## config.mk

```make
export PLATFORM = sky130hd
export DESIGN_NAME = quad_encoder_gen_flat
export DESIGN_NICKNAME = d
export VERILOG_FILES = /design/src/rtl/quad_encoder_gen_pkg.sv /design/src/rtl/quad_encoder_gen_if.sv /design/src/rtl/quad_encoder_gen_edge_timer.sv /design/src/rtl/quad_encoder_gen.sv /design/src/flat_wrapper.sv
export SDC_FILE = /design/constraint.sdc
export NUM_CORES = 1
export LEC_CHECK = 0
export BUFFER_PORTS_ARGS = -buffer_cell sky130_fd_sc_hd__buf_4
export CAP_MARGIN = 20
export CORE_MARGIN = 8
export CORE_UTILIZATION = 40
export CTS_CLUSTER_SIZE = 10
export DETAILED_ROUTE_END_ITERATION = 7
export GPL_ROUTABILITY_DRIVEN = 1
export SYNTH_ARGS = -nofsm -noshare
export SYNTH_HDL_FRONTEND = slang
export SYNTH_SLANG_ARGS = --single-unit
```

## constraint.sdc

```tcl
create_clock -name clk -period 4.3 [get_ports clk]
set_clock_uncertainty 0.15 [all_clocks]
set_input_delay 0.645 -clock clk [delete_from_list [all_inputs] [get_ports clk]]
set_output_delay 0.645 -clock clk [all_outputs]
set_load 0.01 [all_outputs]
```

## src/rtl/quad_encoder_gen_pkg.sv

```systemverilog
// Shared definitions for the quadrature encoder generator: FSM states,
// next-phase lookup constants and the default tick-count width.
package quad_encoder_gen_pkg;

    localparam int DEFAULT_TICK_W = 10;

    typedef enum logic [1:0] {
        IDLE = 2'd0,
        RUN  = 2'd1,
        DONE = 2'd2
    } state_t;

    // Next {qa,qb} indexed by the current {qa,qb}; slice [2*p+1:2*p] holds next(p).
    // Forward walks 00->10->11->01->00 (A leads B).
    localparam logic [7:0] FWD_NEXT_LUT = {2'b01, 2'b11, 2'b00, 2'b10};
    // Reverse walks 00->01->11->10->00 (B leads A).
    localparam logic [7:0] REV_NEXT_LUT = {2'b10, 2'b00, 2'b11, 2'b01};

    // One quadrature step from the current phase; exactly one bit changes.
    function automatic logic [1:0] next_phase(input logic [1:0] phase, input logic dir);
        logic [1:0] nxt;
        nxt = 2'b00;
        case (phase)
            2'b00:   nxt = dir ? REV_NEXT_LUT[1:0] : FWD_NEXT_LUT[1:0];
            2'b01:   nxt = dir ? REV_NEXT_LUT[3:2] : FWD_NEXT_LUT[3:2];
            2'b10:   nxt = dir ? REV_NEXT_LUT[5:4] : FWD_NEXT_LUT[5:4];
            2'b11:   nxt = dir ? REV_NEXT_LUT[7:6] : FWD_NEXT_LUT[7:6];
            default: nxt = 2'b00;
        endcase
        return nxt;
    endfunction

endpackage

```

## src/rtl/quad_encoder_gen_if.sv

```systemverilog
// Burst command channel of the quadrature encoder generator.
interface quad_encoder_gen_if #(
    parameter int EDGE_W = 16,
    parameter int PER_W  = 16
);
    logic              cmd_valid;
    logic              cmd_ready;
    logic [EDGE_W-1:0] cmd_edges;
    logic              cmd_dir;
    logic [PER_W-1:0]  cmd_period;
    logic              abort;

    modport master (
        output cmd_valid, cmd_edges, cmd_dir, cmd_period, abort,
        input  cmd_ready
    );

    modport slave (
        input  cmd_valid, cmd_edges, cmd_dir, cmd_period, abort,
        output cmd_ready
    );
endinterface

```

## src/rtl/quad_encoder_gen_edge_timer.sv

```systemverilog
// Edge spacing timer: holds the effective period of the current burst and
// raises a one-cycle step strobe every period clocks while running.
module quad_encoder_gen_edge_timer #(
    parameter int PER_W = 16
) (
    input  logic             clk,
    input  logic             rst,
    input  logic             load,
    input  logic [PER_W-1:0] period,
    input  logic             run,
    input  logic             abort,
    output logic             step
);

    localparam logic [PER_W-1:0] PER_ONE = PER_W'(1'b1);

    logic [PER_W-1:0] timer_r;
    logic [PER_W-1:0] period_r;

    // Step fires on the last clock of each period; an abort on that clock wins.
    assign step = run && !abort && (timer_r == (period_r - PER_ONE));

    // Period latch and free-running count, cleared on load, abort, step or idle.
    always_ff @(posedge clk) begin
        if (rst) begin
            timer_r  <= {PER_W{1'b0}};
            period_r <= PER_ONE;
        end else if (load) begin
            timer_r  <= {PER_W{1'b0}};
            period_r <= period;
        end else if (!run || abort || step) begin
            timer_r  <= {PER_W{1'b0}};
        end else begin
            timer_r  <= timer_r + PER_ONE;
        end
    end

endmodule

```

## src/rtl/quad_encoder_gen.sv

```systemverilog
// Quadrature encoder generator: emits a commanded burst of qa/qb edges with
// a programmable spacing, an index pulse once per revolution and a running
// count of qa rising edges for checking a downstream tick counter.
module quad_encoder_gen
    import quad_encoder_gen_pkg::*;
#(
    parameter int TICK_W = DEFAULT_TICK_W,
    parameter int EDGE_W = 16,
    parameter int PER_W  = 16,
    parameter int CPR    = 256
) (
    input  logic              clk,
    input  logic              rst,
    quad_encoder_gen_if.slave cmd,
    output logic              qa,
    output logic              qb,
    output logic              idx,
    output logic [TICK_W-1:0] ticks,
    output logic              busy,
    output logic              done
);

    localparam int               REV_W    = $clog2(CPR);
    localparam logic [REV_W-1:0] REV_LAST = REV_W'(CPR - 1);
    localparam logic [PER_W-1:0] PER_ONE  = PER_W'(1'b1);

    state_t            state_r;
    logic [1:0]        phase_r;
    logic              dir_r;
    logic [EDGE_W-1:0] remain_r;
    logic [TICK_W-1:0] ticks_r;
    logic [REV_W-1:0]  rev_cnt_r;
    logic              idx_r;
    logic              busy_r;
    logic              done_r;
    logic              ready_r;

    logic              accept_s;
    logic              load_s;
    logic [PER_W-1:0]  per_eff_s;
    logic              run_s;
    logic              step_s;
    logic [1:0]        nxt_phase_s;
    logic              qa_rise_s;

    // ready_r is high exactly while in IDLE, so it doubles as the accept gate.
    assign accept_s    = cmd.cmd_valid && ready_r;
    assign load_s      = accept_s && (cmd.cmd_edges != {EDGE_W{1'b0}});
    assign per_eff_s   = (cmd.cmd_period == {PER_W{1'b0}}) ? PER_ONE : cmd.cmd_period;
    assign run_s       = (state_r == RUN);
    assign nxt_phase_s = next_phase(phase_r, dir_r);
    assign qa_rise_s   = !phase_r[1] && nxt_phase_s[1];

    assign cmd.cmd_ready = ready_r;
    assign qa            = phase_r[1];
    assign qb            = phase_r[0];
    assign idx           = idx_r;
    assign ticks         = ticks_r;
    assign busy          = busy_r;
    assign done          = done_r;

    quad_encoder_gen_edge_timer #(
        .PER_W (PER_W)
    ) u_edge_timer (
        .clk    (clk),
        .rst    (rst),
        .load   (load_s),
        .period (per_eff_s),
        .run    (run_s),
        .abort  (cmd.abort),
        .step   (step_s)
    );

    // Burst FSM with phase register, emitted tick count, revolution counter and index.
    always_ff @(posedge clk) begin
        if (rst) begin
            state_r   <= IDLE;
            phase_r   <= 2'b00;
            dir_r     <= 1'b0;
            remain_r  <= {EDGE_W{1'b0}};
            ticks_r   <= {TICK_W{1'b0}};
            rev_cnt_r <= {REV_W{1'b0}};
            idx_r     <= 1'b0;
            busy_r    <= 1'b0;
            done_r    <= 1'b0;
            ready_r   <= 1'b1;
        end else begin
            case (state_r)
                IDLE: begin
                    if (accept_s) begin
                        dir_r    <= cmd.cmd_dir;
                        remain_r <= cmd.cmd_edges;
                        ready_r  <= 1'b0;
                        if (cmd.cmd_edges == {EDGE_W{1'b0}}) begin
                            state_r <= DONE;
                            done_r  <= 1'b1;
                        end else begin
                            state_r <= RUN;
                            busy_r  <= 1'b1;
                        end
                    end
                end
                RUN: begin
                    if (cmd.abort) begin
                        // Levels and index hold; no completion pulse on abort.
                        state_r <= IDLE;
                        busy_r  <= 1'b0;
                        ready_r <= 1'b1;
                    end else if (step_s) begin
                        phase_r  <= nxt_phase_s;
                        remain_r <= remain_r - EDGE_W'(1'b1);
                        if (qa_rise_s) begin
                            ticks_r <= ticks_r + TICK_W'(1'b1);
                            if (rev_cnt_r == REV_LAST) begin
                                rev_cnt_r <= {REV_W{1'b0}};
                                idx_r     <= 1'b1;
                            end else begin
                                rev_cnt_r <= rev_cnt_r + REV_W'(1'b1);
                                idx_r     <= 1'b0;
                            end
                        end else begin
                            idx_r <= 1'b0;
                        end
                        if (remain_r == EDGE_W'(1'b1)) begin
                            state_r <= DONE;
                            busy_r  <= 1'b0;
                            done_r  <= 1'b1;
                        end
                    end
                end
                DONE: begin
                    state_r <= IDLE;
                    done_r  <= 1'b0;
                    ready_r <= 1'b1;
                end
                default: begin
                    state_r <= IDLE;
                    busy_r  <= 1'b0;
                    done_r  <= 1'b0;
                    ready_r <= 1'b1;
                end
            endcase
        end
    end

endmodule

```

## src/flat_wrapper.sv

```systemverilog
// flat-port wrapper written by rule: the top's interface ports become plain ports
module quad_encoder_gen_flat import quad_encoder_gen_pkg::*;
#(
    parameter int TICK_W = DEFAULT_TICK_W,
    parameter int EDGE_W = 16,
    parameter int PER_W  = 16,
    parameter int CPR    = 256
)
  (clk, rst, qa, qb, idx, ticks, busy, done, cmd_cmd_valid, cmd_cmd_edges, cmd_cmd_dir, cmd_cmd_period, cmd_abort, cmd_cmd_ready);
  quad_encoder_gen_if #(.EDGE_W(EDGE_W), .PER_W(PER_W)) cmd_i ();
  input  logic clk;
  input  logic rst;
  output logic qa;
  output logic qb;
  output logic idx;
  output logic [TICK_W-1:0] ticks;
  output logic busy;
  output logic done;
  input wire logic [$bits(cmd_i.cmd_valid)-1:0] cmd_cmd_valid;
  input wire logic [$bits(cmd_i.cmd_edges)-1:0] cmd_cmd_edges;
  input wire logic [$bits(cmd_i.cmd_dir)-1:0] cmd_cmd_dir;
  input wire logic [$bits(cmd_i.cmd_period)-1:0] cmd_cmd_period;
  input wire logic [$bits(cmd_i.abort)-1:0] cmd_abort;
  output wire logic [$bits(cmd_i.cmd_ready)-1:0] cmd_cmd_ready;
  assign cmd_i.cmd_valid = cmd_cmd_valid;
  assign cmd_i.cmd_edges = cmd_cmd_edges;
  assign cmd_i.cmd_dir = cmd_cmd_dir;
  assign cmd_i.cmd_period = cmd_cmd_period;
  assign cmd_i.abort = cmd_abort;
  assign cmd_cmd_ready = cmd_i.cmd_ready;
  quad_encoder_gen #(.TICK_W(TICK_W), .EDGE_W(EDGE_W), .PER_W(PER_W), .CPR(CPR)) u_core (.clk(clk), .rst(rst), .cmd(cmd_i), .qa(qa), .qb(qb), .idx(idx), .ticks(ticks), .busy(busy), .done(done));
endmodule
```

==> impl_summary.log <==
[metrics] status: complete, no violations
[metrics] CTS tree: built
[metrics] remaining global-route overflow: 0
[metrics] warning count from the yosys run: 0
[metrics] category of the worst setup path launch point: flop
[metrics] sink count of the clock tree: 75
[metrics] number of primary I/O pins: 53
[metrics] Die X-Extent: 117 um
[metrics] Post-synth EDFFs: 0
[metrics] CTS HTree Levels: 3
[metrics] register clock-pin slew on the reported worst setup and hold paths: roughly 0.080 ns
[metrics] detailed-route wire length: around 11 mm
[metrics] total power: roughly 1.6 mW
[metrics] GP Congestion: approximately 0.83
[metrics] number of buffers added by the clock tree synthesis step: 9
[metrics] vias in the first global route: about 3700
[metrics] most common cell after layout, fill and taps aside: sky130_fd_sc_hd__dfxtp_1
[metrics] leakage power summed over all cells: approximately 1.8 nW
[metrics] clock latency on the worst-skew pair: 0.35 ns
[metrics] gate family responsible for the most delay along the worst path: simple AND/OR/NAND/NOR gates
[metrics] maximum vdd ir drop: between 0.15 and 0.2 mV
[metrics] slew at the pin closest to its max-slew limit: ~1.0 ns
[metrics] commonest non-fill, non-tap cells in the layout: sky130_fd_sc_hd__dfxtp_1, sky130_fd_sc_hd__buf_4, sky130_fd_sc_hd__nand2_1
[metrics] RR Endpoint: u_core.ticks[3]
[metrics] maximum capacitance violations: 0
[metrics] maximum number of pins on one net before global-route repair: 52
[metrics] CTS hold repair buffers: 0
[metrics] library cell used as clock root buffer: sky130_fd_sc_hd__clkbuf_8
[metrics] gate count of the mapped netlist: between 500 and 600
[metrics] number of input and output port buffers inserted: between 50 and 60
[metrics] number of DRC markers in iteration 0: 232
[metrics] share of final-layout standard cells stronger than drive strength 1: between 10% and 20%
[metrics] total via count after detailed routing: ~3800
[metrics] final-report max-slew violation count: 0
[metrics] syn_nets: 546
[metrics] timing startpoint of the critical path: u_core.u_edge_timer.period_r[0]
[metrics] ratio of routed vias to standard cells: approximately 5.5
[metrics] Crit path depth: 10
[metrics] list of cells traversed by the critical path: inv_1 > ha_1 > nor3b_2 > nand4_1 > xnor2_1 > nor4b_4 > nand4_2 > buf_4 > or3_1 > a21oi_1
[metrics] growth of design area from synthesis to finish: 17.9%
[metrics] number of antenna cells inserted: 0
[metrics] total count of hold-check failures in the final report: 0
[metrics] crit-path max FO: 25
[metrics] Rows: 36
[metrics] router iterations before antenna repair: 6
[metrics] minimum hold slack: between 0.3 and 0.4 ns
[metrics] worst min-delay path class: flop to flop
[metrics] Cell Area, Synth: 4050 um2
[metrics] total die area: around 14000 um2
[metrics] worst r2r src: u_core.u_edge_timer.period_r[0]
[metrics] sum of negative setup slack: 0 ns
[metrics] Critical Path Slowest Stage Cell: sky130_fd_sc_hd__nand4_2
[metrics] top_reg_cell synth: sky130_fd_sc_hd__dfxtp_1
[metrics] r2r worst-path depth: 10
[metrics] CP Class: flop to flop
[metrics] FILL cells: between 900 and 1000
[metrics] post-route insts no fill: 686
[metrics] Setup violations, final: 0
[metrics] first-pass GRT wire length: about 18 mm
[metrics] FF+latch count, synth: 75
[metrics] critical path arrival: about 3.5 ns
[metrics] setup repair after global routing missed its margin: no
[metrics] instance count after placement with tap cells included: 670
[metrics] worst-case clock buffer depth: 2
[metrics] post-CTS sizing: 0
[metrics] number of distinct library cell variants in the gate-level netlist after synthesis: 60
[metrics] element type at the critical path end: flop
[metrics] wire per inst: 15.3 um
[metrics] drt drc: 0
[metrics] end point of the critical path: u_core.ticks[3]
[metrics] setup slack, reg-to-reg: 0.90 ns
[metrics] HPWL after detailed placement: between 7 and 8 mm
[metrics] Worst Path Buf+Inv: 2
[metrics] post-layout net count: 591
[metrics] total setup buffers inserted after CTS: 0
[metrics] initial antenna violation count: 0
[metrics] Max stage delay on crit path: around 0.5 ns
[metrics] fin util: about half
[metrics] overall track demand over capacity in global routing: 16.1%
[metrics] share of the clock period used by the worst path after layout: between 70% and 80%
[metrics] clock period minus worst slack: 3.40 ns
[metrics] residual antenna-violating net count after detailed routing: 0
[metrics] die height: roughly 120 um
[metrics] register area share after synthesis: 37.1%
[metrics] starting density of the core: 41.2%
[metrics] top achievable clock speed: roughly 0.3 GHz
[metrics] per-instance average area after synthesis: just over 8 um2
[metrics] fraction of registers with async set or reset after synthesis: 0%
[metrics] power per cell area: between 300 and 400 nW/um2
[metrics] Core ar.: 9820 um2
[metrics] relative slew slack: approximately a third
[metrics] required time reported for the critical path endpoint: between 4 and 5 ns
[metal layers]
layer,up-vias,global-route usage [%],wire (um)
li1,1921,-,-
met3,10,3.98,548
met4,0,4.01,90
met2,79,26.3,4850
met5,-,0,0
met1,1787,20.8,5030
[flip-flops by register name, indices dropped and copies added, names as in the netlist]
register,flops
u_core.ticks,10
u_core.state_r,2
u_core.u_edge_timer.period_r,16
u_core.phase_r,2
u_core.dir_r,1
u_core.rev_cnt_r,8
u_core.idx,1
u_core.busy,1
u_core.u_edge_timer.timer_r,16
u_core.remain_r,16
u_core.done,1
u_core.cmd.cmd_ready,1
[final cells by class]
type | count | area (um2) | share of cell area, %
clock buffer | 12 | 145 | 3.04
clock inverter | 4 | 73.8 | 1.55
inverter | 15 | 56.3 | 1.18
multi-input combinational | 389 | 2390 | 50.1
sequential | 75 | 1500 | 31.5
tap | 133 | 166 | 3.49
timing repair buffer | 58 | 435 | 9.13
[logic make-up after synthesis]
family,after synthesis,share of synthesized area (%)
compound gates,111,17.4
mux,2,0.495
flops,75,37.1
buf+inv,39,3.74
xor+xnor,40,8.66
simple gates,230,30.7
fa+ha+maj,6,1.86
[power by group]
group	total [mW]	internal (mW)	switching [mW]
Combinational	0.278	0.116	0.162
Sequential	0.756	0.721	0.0349
Clock	0.611	0.344	0.267
[how the worst min path moves through the flow]
stage | slack [ns] | cells after the start | startpoint | to
6_report | 0.33 | 2 | u_core.remain_r[13] | u_core.remain_r[13]
4_1_cts | 0.33 | 2 | u_core.remain_r[13] | u_core.remain_r[13]
3_3_place_gp | 0.31 | 2 | u_core.remain_r[14] | u_core.remain_r[14]
5_1_grt | 0.36 | 2 | u_core.remain_r[13] | u_core.remain_r[13]
2_1_floorplan | 0.29 | 2 | u_core.remain_r[13] | u_core.remain_r[13]
3_5_place_dp | 0.31 | 2 | u_core.remain_r[13] | u_core.remain_r[13]
[per-stage QoR]
stage,setup slack (ns),instance area (um2)
2_1_floorplan,1.62,4050
5_1_grt,0.577,4770
3_3_place_gp,1.06,4540
6_report,0.900,4770
3_5_place_dp,0.938,4550
4_1_cts,0.886,4770
[worst register-to-register path: stages, from the launching register on]
cell and delay, ns:
sky130_fd_sc_hd__dfxtp_1 0.39, sky130_fd_sc_hd__inv_1 0.08, sky130_fd_sc_hd__ha_1 0.21, sky130_fd_sc_hd__nor3b_2 0.44
sky130_fd_sc_hd__nand4_1 0.18, sky130_fd_sc_hd__xnor2_1 0.23, sky130_fd_sc_hd__nor4b_4 0.31, sky130_fd_sc_hd__nand4_2 0.50
sky130_fd_sc_hd__buf_4 0.37, sky130_fd_sc_hd__or3_1 0.34, sky130_fd_sc_hd__a21oi_1 0.14
[cells in the mapped netlist (3+ instances only)]
cell / n / area, um2
sky130_fd_sc_hd__dfxtp_1: 75 / 1500
sky130_fd_sc_hd__a21oi_1: 49 / 245
sky130_fd_sc_hd__buf_2: 4 / 20.0
sky130_fd_sc_hd__nor2_1: 43 / 161
sky130_fd_sc_hd__nor4_1: 17 / 106
sky130_fd_sc_hd__nor3_1: 25 / 125
sky130_fd_sc_hd__xnor2_1: 25 / 219
sky130_fd_sc_hd__o22ai_1: 8 / 50.1
sky130_fd_sc_hd__or4_1: 3 / 22.5
sky130_fd_sc_hd__clkbuf_1: 20 / 75.1
sky130_fd_sc_hd__or3_1: 14 / 87.6
sky130_fd_sc_hd__nand2_1: 55 / 206
sky130_fd_sc_hd__nand3_1: 20 / 100
sky130_fd_sc_hd__and4_1: 3 / 26.3
sky130_fd_sc_hd__inv_1: 15 / 56.3
sky130_fd_sc_hd__and3_1: 9 / 56.3
sky130_fd_sc_hd__xor2_1: 15 / 131
sky130_fd_sc_hd__o21ai_0: 15 / 75.1
sky130_fd_sc_hd__nor2b_1: 3 / 18.8
sky130_fd_sc_hd__nand4_1: 19 / 119
sky130_fd_sc_hd__o31ai_1: 7 / 52.6
sky130_fd_sc_hd__a311oi_1: 3 / 26.3
sky130_fd_sc_hd__ha_1: 6 / 75.1
sky130_fd_sc_hd__o2111ai_1: 4 / 35.0
Note: power is estimated with default switching activity, not from simulation.
